`src/rtl/sid_bus_master.sv`:
```
// Queued register-command initiator for the SID bus: commands are held in a FIFO and each one is
// issued as a single-clk strobe aligned to ce_1m. Read data comes back two clks after the strobe.
module sid_bus_master #(
    parameter int DUAL  = 1,
    parameter int DEPTH = 16
) (
    input  logic                         clk,
    input  logic                         reset_n,
    input  logic                         ce_1m,
    input  logic                         flush,
    input  logic                         cmd_valid,
    output logic                         cmd_ready,
    input  logic                         cmd_chip,
    input  logic                         cmd_rd,
    input  logic [4:0]                   cmd_addr,
    input  logic [7:0]                   cmd_data,
    input  logic [15:0]                  cmd_delay,
    output logic                         rsp_valid,
    output logic                         rsp_chip,
    output logic [7:0]                   rsp_data,
    output logic [(DUAL != 0 ? 1 : 0):0] cs,
    output logic                         we,
    output logic [4:0]                   addr,
    output logic [7:0]                   data_out,
    input  logic [7:0]                   data_in,
    output logic                         busy,
    output logic [$clog2(DEPTH):0]       fifo_level
);
    localparam int N  = (DUAL != 0) ? 2 : 1;
    localparam int AW = $clog2(DEPTH);
    localparam int LW = AW + 1;
    localparam logic [N-1:0] SEL_ONE = N'(1);

    typedef struct packed {
        logic        chip;
        logic        rd;
        logic [4:0]  addr;
        logic [7:0]  data;
        logic [15:0] delay;
    } cmd_t;

    typedef enum logic [1:0] {
        S_IDLE,
        S_WAIT,
        S_STROBE,
        S_CAPTURE
    } state_t;

    cmd_t          mem_q [DEPTH];
    cmd_t          wr_entry;
    cmd_t          head;
    logic [AW-1:0] wr_ptr_q;
    logic [AW-1:0] rd_ptr_q;
    logic [LW-1:0] level_q;
    logic [LW-1:0] level_d;
    logic          ready_q;
    logic          push;
    logic          pop;

    state_t        state_q;
    logic [15:0]   cnt_q;
    logic          cur_chip_q;
    logic          cur_rd_q;
    logic [4:0]    cur_addr_q;
    logic [7:0]    cur_data_q;

    logic [N-1:0]  cs_q;
    logic          we_q;
    logic [4:0]    addr_q;
    logic [7:0]    dout_q;
    logic          rsp_valid_q;
    logic          rsp_chip_q;
    logic [7:0]    rsp_data_q;

    always_comb begin
        cmd_ready = ready_q && !flush;
        push      = cmd_valid && cmd_ready;
        pop       = (state_q == S_IDLE) && (level_q != '0) && !flush;
        head      = mem_q[rd_ptr_q];

        wr_entry.chip  = (DUAL != 0) ? cmd_chip : 1'b0;
        wr_entry.rd    = cmd_rd;
        wr_entry.addr  = cmd_addr;
        wr_entry.data  = cmd_data;
        wr_entry.delay = cmd_delay;
    end

    always_comb begin
        level_d = level_q;
        if (flush) begin
            level_d = '0;
        end else if (push && !pop) begin
            level_d = level_q + LW'(1);
        end else if (pop && !push) begin
            level_d = level_q - LW'(1);
        end
    end

    // Ready is registered from the next level, so a pop while full only reopens the port a clk later.
    always_ff @(posedge clk or negedge reset_n) begin
        if (!reset_n) begin
            wr_ptr_q <= '0;
            rd_ptr_q <= '0;
            level_q  <= '0;
            ready_q  <= 1'b1;
        end else begin
            level_q <= level_d;
            ready_q <= (level_d != LW'(DEPTH));
            if (flush) begin
                wr_ptr_q <= '0;
                rd_ptr_q <= '0;
            end else begin
                if (push) wr_ptr_q <= wr_ptr_q + AW'(1);
                if (pop)  rd_ptr_q <= rd_ptr_q + AW'(1);
            end
        end
    end

    always_ff @(posedge clk) begin
        if (push) mem_q[wr_ptr_q] <= wr_entry;
    end

    always_ff @(posedge clk or negedge reset_n) begin
        if (!reset_n) begin
            state_q     <= S_IDLE;
            cnt_q       <= '0;
            cur_chip_q  <= 1'b0;
            cur_rd_q    <= 1'b0;
            cur_addr_q  <= '0;
            cur_data_q  <= '0;
            cs_q        <= '0;
            we_q        <= 1'b0;
            addr_q      <= '0;
            dout_q      <= '0;
            rsp_valid_q <= 1'b0;
            rsp_chip_q  <= 1'b0;
            rsp_data_q  <= '0;
        end else begin
            cs_q        <= '0;
            we_q        <= 1'b0;
            addr_q      <= '0;
            dout_q      <= '0;
            rsp_valid_q <= 1'b0;
            case (state_q)
                S_IDLE: begin
                    if (pop) begin
                        cur_chip_q <= head.chip;
                        cur_rd_q   <= head.rd;
                        cur_addr_q <= head.addr;
                        cur_data_q <= head.data;
                        cnt_q      <= head.delay;
                        state_q    <= S_WAIT;
                    end
                end
                S_WAIT: begin
                    if (flush) begin
                        state_q <= S_IDLE;
                    end else if (ce_1m) begin
                        if (cnt_q == '0) begin
                            cs_q    <= SEL_ONE << cur_chip_q;
                            we_q    <= !cur_rd_q;
                            addr_q  <= cur_addr_q;
                            dout_q  <= cur_rd_q ? 8'h00 : cur_data_q;
                            state_q <= S_STROBE;
                        end else begin
                            cnt_q <= cnt_q - 16'd1;
                        end
                    end
                end
                S_STROBE: begin
                    state_q <= (cur_rd_q && !flush) ? S_CAPTURE : S_IDLE;
                end
                S_CAPTURE: begin
                    if (!flush) begin
                        rsp_valid_q <= 1'b1;
                        rsp_chip_q  <= cur_chip_q;
                        rsp_data_q  <= data_in;
                    end
                    state_q <= S_IDLE;
                end
                default: state_q <= S_IDLE;
            endcase
        end
    end

    always_comb begin
        cs         = cs_q;
        we         = we_q;
        addr       = addr_q;
        data_out   = dout_q;
        rsp_valid  = rsp_valid_q;
        rsp_chip   = rsp_chip_q;
        rsp_data   = rsp_data_q;
        fifo_level = level_q;
        busy       = (level_q != '0) || (state_q != S_IDLE);
    end

endmodule

```
`config.mk`:
```
export PLATFORM = sky130hd
export DESIGN_NAME = sid_bus_master
export DESIGN_NICKNAME = d
export VERILOG_FILES = /design/src/rtl/sid_bus_master.sv
export SDC_FILE = /design/constraint.sdc
export NUM_CORES = 1
export LEC_CHECK = 0
export CORE_AREA = 5 5 199 201
export CTS_CLUSTER_SIZE = 30
export DETAILED_ROUTE_END_ITERATION = 12
export DIE_AREA = 0 0 204 206
export PLACE_DENSITY_LB_ADDON = 0.12
export SYNTH_ARGS = -nofsm -noshare
export SYNTH_HDL_FRONTEND = slang
export SYNTH_SLANG_ARGS = --single-unit
```
`constraint.sdc`:
```
create_clock -name clk -period 4.3 [get_ports clk]
set_clock_uncertainty 0.05 [all_clocks]
set_input_delay 0.86 -clock clk [delete_from_list [all_inputs] [get_ports clk]]
set_output_delay 0.86 -clock clk [all_outputs]
set_load 0.03 [all_outputs]
```
# Word-level counts from Yosys, hierarchy flattened
# Memories as Yosys holds them, arrays and structs flattened.
# Index checks and enable logic that the tools add are counted.
dict set report classes {
  addsub 5
  n_eq_ne 10
  shifts 1
  mux 39
  n_bitwise 1
  reduce_logical 23
}
# op count
set op_table {}
lappend op_table {{16-bit two-way mux} 4}
lappend op_table {{8-bit two-way mux} 5}
lappend op_table {{5-bit two-way mux} 7}
lappend op_table {{16-bit case mux with 2 select lines} 1}
lappend op_table {{2-bit two-way mux} 9}
lappend op_table {{16-bit logical NOT} 1}
lappend op_table {{4-bit two-way mux} 4}
lappend op_table {{16-bit by 1-bit subtractor with 16-bit output, second input constant} 1}
lappend op_table {{4-bit by 1-bit adder with 4-bit output, second input constant} 2}
lappend op_table {{1-bit two-way mux} 8}
lappend op_table {{2-bit inequality test, second input constant} 4}
lappend op_table {{2-bit case mux with 4 select lines} 1}
lappend op_table {{2-bit nonzero test} 4}
lappend op_table {{1-bit logical AND} 7}
lappend op_table {{3-bit inequality test, second input constant} 2}
lappend op_table {{5-bit by 1-bit adder with 5-bit output, second input constant} 1}
lappend op_table {{5-bit inequality test, second input constant} 1}
lappend op_table {{5-bit AND reduction} 1}
lappend op_table {{5-bit nonzero test} 1}
lappend op_table {{5-bit by 1-bit subtractor with 5-bit output, second input constant} 1}
lappend op_table {{2-bit equality test, second input constant} 2}
lappend op_table {{1-bit logical NOT} 4}
lappend op_table {{2-bit AND reduction} 2}
lappend op_table {{3-bit AND reduction} 1}
lappend op_table {{other kinds (5)} 5}
dict set report word_totals {
  register_bits 73
  ramBits 496
  inputBits 44
  output_inout_bits 33
  wordCells 97
  n_memories 1
}
# name depth word_bits rd rd_clocked_by_memory_dff write_ports line_no
set mem_list {}
lappend mem_list {mem_q 16 31 1 0 1 49} ;# cmd_t mem_q [DEPTH];

# Logic depth before layout (Yosys ltp)
# Gate-level depths: netlist of the first run.
dict set report logic_depth {
  ltp_word 9
  depth_mapped 9
  mapped_depth_nobuf 7
}

# Least setup slack after synthesis of the first run
# OpenSTA, ideal clock, no wires.
dict set report synth_path {
  kind {in2reg}
  from {in flush}
  to {mem mem_q[4][0] in the netlist's numbering (enable)}
  setup_ns 0.391
  t_arrival_ns 2.215
  required_time_ns 3.859
  slack_ns 1.644
  cell_stages 5
  path_buffers 1
  cell_sequence {and3b_1 buf_2 nand2_1 nor2_1 and2_1}
}
dict set report synth_via {
  elab_chain_len 5
}
# element line_no
set synth_rtl {}
lappend synth_rtl {{start, declared} 10} ;# input logic flush,
lappend synth_rtl {{1-bit logical NOT} n/a}
lappend synth_rtl {{1-bit logical AND} 76} ;# cmd_ready = ready_q && !flush;
lappend synth_rtl {{1-bit logical AND} 77} ;# push = cmd_valid && cmd_ready;
lappend synth_rtl {{1-bit two-way mux} 120} ;# if (push) mem_q[wr_ptr_q] <= wr_entry;
lappend synth_rtl {{1-bit two-way mux (implied by the code)} 120}
lappend synth_rtl {{end, declared} 49}
# No other way between the ends.

# Final worst setup path of the first run
dict set report layout_path {
  from {reg level_q[0] (netlist: fifo_level[0])}
  to {out busy}
}
dict set report layout_via {
  elab_chain_len 2
}
# element line_no
set layout_rtl {}
lappend layout_rtl {{start, declared} 54} ;# logic [LW-1:0] level_q;
lappend layout_rtl {{start signal, assigned} 107} ;# level_q <= level_d;
lappend layout_rtl {{5-bit nonzero test} 195} ;# busy = (level_q != '0) || (state_q != S_IDLE);
lappend layout_rtl {{1-bit logical OR} 195}
lappend layout_rtl {{end, declared} 26} ;# output logic busy,
# No other way between the ends.

==> results of run 1 <==
## worst max-delay path by stage
| stage | start | endpoint | slack (ps) | depth (start not counted) |
|---|---|---|---|---|
| 4_1_cts | fifo_level[0] | busy | 890 | 5 |
| 3_5_place_dp | flush | mem_q[4][4] | 870 | 6 |
| 5_1_grt | fifo_level[0] | busy | 810 | 5 |
| 6_report | fifo_level[0] | busy | 910 | 5 |
| 2_1_floorplan | flush | mem_q[4][0] | 1640 | 5 |
| 3_3_place_gp | flush | mem_q[4][10] | 940 | 6 |
## stage by stage
step | power (mW) | hold WS (ps) | cells
after floorplan | 8.38 | 396 | 1059
after global placement | 9.21 | 406 | 1628
after detailed placement | 9.26 | 412 | 1628
after CTS | 14.1 | 412 | 1730
after global routing | 14.6 | 441 | 1730
final | 14.0 | 397 | 1730
## per-layer routing
metal  vias to the layer above  share of wire (%)
li1                       4596                  -
met1                      5608                 45
met2                       461                 44
met3                        54                 10
met4                         0                1.6
met5                         -                  0
## state kept, by name (all words and copies together), names as in the netlist
| register | cells |
|---|---|
| rsp_chip | 1 |
| state_q | 2 |
| mem_q | 496 |
| wr_ptr_q | 4 |
| cs | 2 |
| data_out | 8 |
| rd_ptr_q | 4 |
| rsp_data | 8 |
| rsp_valid | 1 |
| cnt_q | 16 |
| ready_q | 1 |
| cur_chip_q | 1 |
| cur_addr_q | 5 |
| cur_rd_q | 1 |
| addr | 5 |
| we | 1 |
| fifo_level | 5 |
| cur_data_q | 8 |
## power groups by stage
stage               combinational (mW)  sequential, mW  clock (mW)
floorplan                         1.90            6.48           0
detailed placement                2.62            6.64           0
finish                            2.62            6.52        4.88
global placement                  2.58            6.63           0
CTS                               2.64            6.53        4.97
global route                      2.82            6.56        5.23
## critical path: stages (launching register included)
cell and delay, ps:
sky130_fd_sc_hd__dfrtp_1 470, sky130_fd_sc_hd__inv_1 90, sky130_fd_sc_hd__ha_1 200, sky130_fd_sc_hd__nor4b_4 370, sky130_fd_sc_hd__nand2_1 130, sky130_fd_sc_hd__clkdlybuf4s50_1 620
## logic make-up (layout without fill, tap and decap cells)
kind of cell / count (synthesis) / count (layout)
AND/OR/NAND/NOR: 173 / 173
XOR/XNOR: 8 / 8
flip-flops: 569 / 569
multiplexers: 180 / 180
AO/OA/AOI/OAI: 61 / 61
buffers and inverters: 59 / 219
adder cells (fa/ha/maj): 9 / 9
## final cells by class
cell class	instances	area (µm²)
timing repair buffer	107	1080
tap	511	639
clock inverter	21	248
fill	2370	11800
sequential	569	16700
multi-input combinational	431	5300
inverter	10	37.5
clock buffer	81	1610
## cells in the final DEF (no fill, tap or decap), drive strengths merged, types with 9 or more instances in the layout
master / instances
and2: 31
buf: 32
clkbuf: 81
clkdlybuf4s50: 75
clkinv: 16
dfrtp: 72
edfxtp: 496
ha: 9
inv: 9
mux2: 19
mux2i: 13
mux4: 148
nand2: 48
nand3: 10
nor2: 32
nor3: 16
o21ai: 12
==> results.md, run 1 <==
Timing:
- The count of pins over their slew limit is 0.
- The final worst-path setup slack is just over 900 ps.
- The relative max-transition margin is a little under a quarter.
- For the pin with the worst max-slew slack, the measured transition is 1160 ps.
- The hold violation total from the final report came to 0.
- For the finished layout, the period the worst path requires is 3390 ps.
- The maximum achievable frequency is roughly 300 MHz.
- In the finished design, the share of the clock period the worst path needs comes to slightly below 80%.
- Setup repair after global routing left no endpoint under its margin.
- The setup TNS is 0 ps.
- Setup violations remaining at the end of the flow were counted as 0.

Global routing:
- The number of antenna violations at the first check in global routing is 1.
- After global routing the overflow that remains totals 0.
- The first global-routing pass estimated 72,000 µm of wire.
- In the global route stage, met1 resource usage came out at 38.0%.
- The number of global-route vias before repair is 10,900.
- The met3 capacity usage during global routing is 6.57%.
- Entering global routing, the biggest net connects between 70 and 80 pins.
- The global routing usage on met2 is around 33%.
- After global routing, the most crowded layer is met1.
- The global router's overall resource usage is approximately a quarter.

Pwr:
- The leakage power figure is 8.35 nW.
- Of the total power, combinational logic draws 18.7%.
- The share of power burned in registers is a little under half.
- The power density of the placed cells is 547 nW/µm².
- The worst vdd rail ir drop is 0.401 mV.
- The proportion of power drawn by the clock network is 34.8%.
- The switching power as a share of total power is between 20% and 30%.
- The internal power summed over all cells is 10.5 mW.
- In this run the power spent charging and discharging nets is 3.56 mW.

CTS:
- The clock-pin slew on the worst setup and hold paths is 60 ps.
- In this run the post-CTS setup repair buffer count came out at 0.
- The clock tree from TritonCTS is done.
- In this run, post-CTS hold repair placed 0 buffers.
- CTS built an H-tree with a depth of 2.
- The CTS root buffer is sky130_fd_sc_hd__clkbuf_16.
- The number of buffers created by CTS is 56.
- The CTS sink count is 569.
- No sink is reached through more buffers than the 3 on the longest clock path.
- After clock tree synthesis, the repair step resized 0 gates.
- The latest clock arrival within the worst-skew pair is 580 ps.

Setup path:
- The critical path launch point type is a flip-flop.
- The worst flop-to-flop path endpoint is state_q[1].
- The startpoint identified for the worst register-to-register timing path is fifo_level[0].
- Counting cells, the worst reg-to-reg path comes to 7.
- The internal reg-to-reg setup slack is 1240 ps.
- The data required time at the worst endpoint is 3390 ps.
- By startpoint and endpoint, the worst setup path is classified as reg2out.
- Along the worst path, the maximum fanout reaches 6.
- The category of the worst setup path capture point is a primary output.
- The data arrival time of the critical path is 2480 ps.

Floorplan:
- After floorplanning, the core was sized to cover 37,400 µm².
- The die covers 42,000 µm².
- The die is 204 µm wide.
- For this design the top-level I/O count stands at 77.
- The starting density of the core is between 50% and 60%.
- The die is 206 µm tall.
- The site row count is 71.

Finish:
- After routing the design area is between 20,000 and 30,000 µm².
- The layout cell share with drive strength beyond 1 is 26.0%.
- The share of the core filled with cells is 68.5%.
- The repair_antennas step left the layout with diodes totalling 0.
- From synthesis to final layout, the design area changed by 15.1%.
- The number of nets at the end of the flow is about 1,200.

Placement:
- The count of buffers inserted at the top-level ports is 76.
- Once placement finished, the instance area stood at 23,800 µm².
- Summed over all nets, the half-perimeter wirelength after detailed placement is 30,700 µm.
- The weighted congestion at the end of routability-driven global placement is 0.822.
- Before CTS, the worst setup slack after placement is slightly below 900 ps.

Hold path:
- The worst hold path belongs to the class in2async.

Drt:
- The routed wire length is around 47,000 µm.
- For this block, the via count after detailed routing is 10,700.
- The via density per instance is just over 6.
- Before antenna repair, the detailed router went through 5 iterations.
- For this run, design rule violations remaining after detail routing come to 0.
- After the first detailed-routing iteration, the DRC count stood at roughly 1,000.
- The per-cell routed wire length is 27.4 µm.
- In this run the remaining antenna-violating nets after routing total 0.

Logic synthesis:
- The dominant cell by count in the synthesized netlist is sky130_fd_sc_hd__edfxtp_1.
- The Yosys step of the flow raised 0 warnings.
- After synthesis, the cell types taking the most area are sky130_fd_sc_hd__edfxtp_1, sky130_fd_sc_hd__mux4_2, sky130_fd_sc_hd__dfrtp_1.
- The fraction of synthesized cell area taken by the top area cell type is 66.9%.
- Summed over all instances, the cell type with the most area after synthesis is sky130_fd_sc_hd__edfxtp_1.
- Synthesis handed over a netlist of about 1,100 instances.
- Yosys mapped the design onto 67 distinct sky130hd cell types.
- By area, the combinational part of the netlist is dominated by multiplexers.
- Summing the sequential cell areas from Yosys gives 75.1% of the chip area.
- Yosys mapped a number of flops with a built-in enable equal to a little under 500.
- Summing the areas of all compound-gate instances in the mapped netlist gives approximately 2.0% of the synthesized area.
- Summing every instance area after synthesis gives 22,300 µm².
- Of the post-synthesis cell area, the part taken by muxes is 16.5%.
- The number of nets in the synthesized netlist is 1,112.
- The commonest cells after synthesis are sky130_fd_sc_hd__edfxtp_1, sky130_fd_sc_hd__mux4_2, sky130_fd_sc_hd__dfrtp_1.
- In the synthesized netlist the async set-or-reset flop fraction comes to 12.8%.
- The XOR/XNOR share of the synthesized area is less than 1%.
- The average instance in the mapped netlist occupies ~21 µm².
- Among all flip-flop cells after synthesis, the most frequent one is sky130_fd_sc_hd__edfxtp_1.
- The synthesized flop and latch total is between 500 and 600.
- The simple-gate portion of the synthesized area is 4.33%.
- The synthesized netlist devotes less than 1% of its cell area to adder and majority cells.

Status:
- The flow ran to the end, and the final reports show no timing, DRC or antenna violations.

Job:
- The reported max-cap violation count is 0.
(Power assumes the default switching activity.)
==> run 2, diff against run 1 <==
CORE_AREA = 5 5 208 210   (was 5 5 199 201)
DIE_AREA = 0 0 213 215   (was 0 0 204 206)
clock period = 2.9 ns   (was 4.3 ns; I/O delays follow)
==> run 2 against run 1 <==
  * Combinational power increased by 54%
  * Register-to-register slack got worse by 1000 ps
  * Non-clock buffer count grew 48
  * Die area increased by 9.0%
  * Utilization down 5.2 points
  * First-iteration DRC count fell by 4.2%
  * Final cell count up 4.6%
  * Global-route usage fell by 2.5 points
  * Worst setup slack worse by 690 ps
  * Critical endpoint is now addr[3]
==> results.md, run 2 (synthesized netlist as in run 1, its figures left out) <==
Setup path:
- The highest net fanout along the worst path is 7 (was 6).
- The category of the worst setup path capture point is a flip-flop (was primary output).
- The internal reg-to-reg setup slack was 220 ps (was 1240 ps).
- Cell Chain, Critical Path: inv_1 -> ha_1 -> nor4b_4 -> buf_4 -> nand2b_1 -> a21o_1 -> nor3_2 -> and2_1 (was inv_1 -> ha_1 -> nor4b_4 -> nand2_1 -> clkdlybuf4s50_1).
- The peak per-stage delay on the critical path is 720 ps (was 620 ps).
- The worst setup path endpoint is addr[3] (was busy).
- The count of cell instances traversed by the critical path is 8 (was 5).
- The cell count of the worst reg-to-reg path was 8 (was 7).
- The startpoint of the worst setup timing path is fifo_level[0] (unchanged).
- The family of cells with the greatest summed delay on the critical path is simple AND/OR/NAND/NOR gates (was buffers and inverters).
- The data arrival time of the critical path came to 3150 ps (was 2480 ps).
- The worst flop-to-flop path endpoint is addr[3] (was state_q[1]).
- The startpoint of the worst-slack reg-to-reg timing path is fifo_level[0] (unchanged).
- The cell with the largest stage delay on the worst path is sky130_fd_sc_hd__nor3_2 (was sky130_fd_sc_hd__clkdlybuf4s50_1).
- The data required time at the worst endpoint is 3380 ps (was 3390 ps).
- The critical path launch point type is a flip-flop (unchanged).
- The number of buffers and inverters on the critical path is 2 (unchanged).
- The critical path start-end classification is reg2reg (was reg2out).

CTS:
- The deepest clock path buffer count came to 3 (unchanged).
- The latest clock arrival within the worst-skew pair is 610 ps (was 580 ps).
- The number of H-tree levels is 2 (unchanged).
- The clock-pin slew on the worst setup and hold paths was 60 ps (about the same).
- The CTS root buffer was sky130_fd_sc_hd__clkbuf_16 (unchanged).
- The number of buffers created by CTS is 56 (unchanged).
- The clock tree from TritonCTS is done (unchanged).
- The CTS sink count is 569 (unchanged).

Finish:
- The flip-flop count of the largest register, all copies and words added is 496 (unchanged).
- The area of the multi-input gates was 5300 µm² (about the same).
- The final standard cell count with taps included and fillers excluded is 1,810 (was 1,730).
- Highest-count cells in the layout ignoring fill and taps: sky130_fd_sc_hd__edfxtp_1, sky130_fd_sc_hd__mux4_2, sky130_fd_sc_hd__clkdlybuf4s50_1 (unchanged).
- The total area of sequential cells is 16,700 µm² (unchanged).
- The layout cell share with drive strength beyond 1 is 29.1% (was 26.0%).
- Registers with the highest flip-flop counts: mem_q x496, cnt_q x16 (unchanged).
- The most common cell after layout, fill and taps aside is sky130_fd_sc_hd__edfxtp_1 (unchanged).
- The number of nets at the end of the flow came to 1,276 (was 1,228).
- The total of fill cells in the finished design is 2,823 (was 2,370).
- The largest register by flop count is mem_q (unchanged).
- The area overhead of the layout relative to synthesis is 17.6% (was 15.1%).
- The number of diodes is 0 (unchanged).

Timing:
- The shortest period the worst path allows is between 2000 and 3000 ps.
- The final period utilization is 92.3%.
- The relative max-transition margin came to 35.9% (was 22.6%).
- Setup repair after global routing missed its margin: no (unchanged).
- The hold violation total from the final report is 0 (unchanged).
- The slew at the pin closest to its max-slew limit was 957 ps (was 1160 ps).
- The count of pins over their slew limit is 0 (unchanged).
- The setup TNS is 0 ps (unchanged).
- The number of failing setup endpoints in the final timing report is 0 (unchanged).
- Based on the critical path, the design can be clocked at up to 374 MHz.

Floorplan:
- The starting density of the core is 53.8% (was 59.5%).
- The site row count came to 75 (was 71).
- The width of the chip is 213 µm (was 204 µm).
- The total die area is 45,800 µm² (was 42,000 µm²).
- The area of the core region is 41,400 µm² (was 37,400 µm²).
- The height of the die is 215 µm (was 206 µm).
- The count of boundary I/O pins is 77 (unchanged).

Drt:
- The routed metal-1 wire length is 21,000 µm (was 21,200 µm).
- The count of antenna-violating nets left after detailed routing is 0 (unchanged).
- The top routing layer in use is met4 (unchanged).
- The vias after detailed routing came to 10,800 (was 10,700).
- The total length of routed met2 wires was 21,700 µm (was 20,700 µm).
- The via density per instance came to 5.99 (was 6.20).
- The detailed-router iteration count before antenna repair is 5 (unchanged).
- The initial DRC count was 995 (was 1,039).
- The detailed-routed wire length on met3 came to 3280 µm (was 4840 µm).
- The per-cell routed wire length is 25.8 µm (was 27.4 µm).
- The DRC violations left is 0 (unchanged).
- The routed wire length is 46,700 µm (was 47,400 µm).

Global routing:
- The global router's overall resource usage is 21.0% (was 23.4%).
- The number of antenna violations at the first check in global routing is 0 (was 1).
- The pin count of the biggest net entering global routing came to 50 (was 74).
- The first-pass GRT wire length is 71,400 µm (was 72,000 µm).
- The number of global-route vias before repair was 11,100 (was 10,900).
- The total congestion overflow after global routing came to 0 (unchanged).

Pwr:
- The switching component of the power is 5.24 mW (was 3.56 mW).
- The leakage power figure came to 8.62 nW (was 8.35 nW).
- The proportion of power drawn by the clock network is 34.3% (was 34.8%).
- The worst vdd rail ir drop was 0.622 mV (was 0.401 mV).
- The combinational power share is 19.6% (was 18.7%).
- The internal power summed over all cells was 15.4 mW (was 10.5 mW).
- The switching power as a share of total power was 25.4% (about the same).
- The share of power burned in registers is 46.2% (was 46.5%).
- The power density of the placed cells was 788 nW/µm² (was 547 nW/µm²).

Hold path:
- The class of the tightest hold or removal check was reg2reg (was in2async).

Placement:
- The placed cell count came to 1,702 (was 1,628).
- The weighted congestion at the end of routability-driven global placement is 0.837 (was 0.822).
- The count of buffers inserted at the top-level ports is 76 (unchanged).
- The post-detailed-placement half-perimeter wirelength is 29,400 µm (was 30,700 µm).

Job:
- The reported max-cap violation count is 0 (unchanged).

Status:
- Run status: completed (unchanged).
[run 2: changes by cell type in the layout (fill, tap and decap cells not counted), moves of 2 or more]
cell                              previous run  this run
sky130_fd_sc_hd__buf_12                      7        24
sky130_fd_sc_hd__buf_4                      25        56
sky130_fd_sc_hd__clkinvlp_4                  0         4
sky130_fd_sc_hd__clkinv_2                    9        14
sky130_fd_sc_hd__clkbuf_8                    9         2
sky130_fd_sc_hd__inv_6                       0         2
sky130_fd_sc_hd__clkdlybuf4s50_1            75        73
[run 2: worst min-delay path by stage]
stage,start,end,slack [ps],cells after the start
4_1_cts,cur_data_q[6],data_out[6],430,1
3_5_place_dp,rsp_data[5],rsp_data[5],410,2
5_1_grt,cur_data_q[4],data_out[4],440,1
3_3_place_gp,rsp_data[1],rsp_data[1],410,2
2_1_floorplan,reset_n,addr[0],230,0
6_report,cur_data_q[6],data_out[6],420,1
[run 2: per-stage QoR]
stage | hold slack [ps] | setup slack (ps) | utilization [%] | total power [mW] | area, µm²
6_report | 420 | 224 | 63.3 | 20.7 | 26200
5_1_grt | 444 | 44.0 | 63.3 | 21.6 | 26200
4_1_cts | 426 | 26.7 | 63.3 | 20.9 | 26200
3_5_place_dp | 413 | 103 | 58.9 | 13.8 | 24400
3_3_place_gp | 409 | 143 | 58.9 | 13.7 | 24400
2_1_floorplan | 234 | 442 | - | 12.4 | 22300
[run 2: per-layer routing]
layer,track usage (%),vias up
li1,-,4703
met1,33.1,5725
met2,31.1,353
met3,4.00,53
met4,4.80,0
met5,0,-
[run 2: final cells by class]
cell class                 count  share of cell area [%]
clock buffer                  73                    5.75
timing repair buffer         155                    6.28
tap                          539                    2.57
sequential                   569                    63.9
inverter                      10                   0.143
clock inverter                33                    1.16
multi-input combinational    431                    20.2
[run 2: repair_timing]
action / CTS / global route
cloned: 0 / 0
pin swaps: 0 / 0
setup endpoints to repair: 1 / 1
buffers inserted: 0 / 1
endpoints found under the hold margin: 18 / 0
hold buffers: 1 / 0
resized for setup: 1 / 2
[run 2: power by group through the flow]
stage | Combinational (mW) | Sequential, mW | Clock, mW
finish | 4.04 | 9.54 | 7.08
floorplan | 2.82 | 9.61 | 0
CTS | 4.09 | 9.54 | 7.25
global route | 4.37 | 9.58 | 7.63
detailed placement | 4.08 | 9.70 | 0
global placement | 4.05 | 9.69 | 0
[run 2: worst reg2reg max path, stage by stage (launching register included)]
cell                       delay (ps)
sky130_fd_sc_hd__dfrtp_1          450
sky130_fd_sc_hd__inv_1             70
sky130_fd_sc_hd__ha_1             230
sky130_fd_sc_hd__nor4b_4          160
sky130_fd_sc_hd__buf_4            150
sky130_fd_sc_hd__nand2b_1         250
sky130_fd_sc_hd__a21o_1           250
sky130_fd_sc_hd__nor3_2           720
sky130_fd_sc_hd__and2_1           250
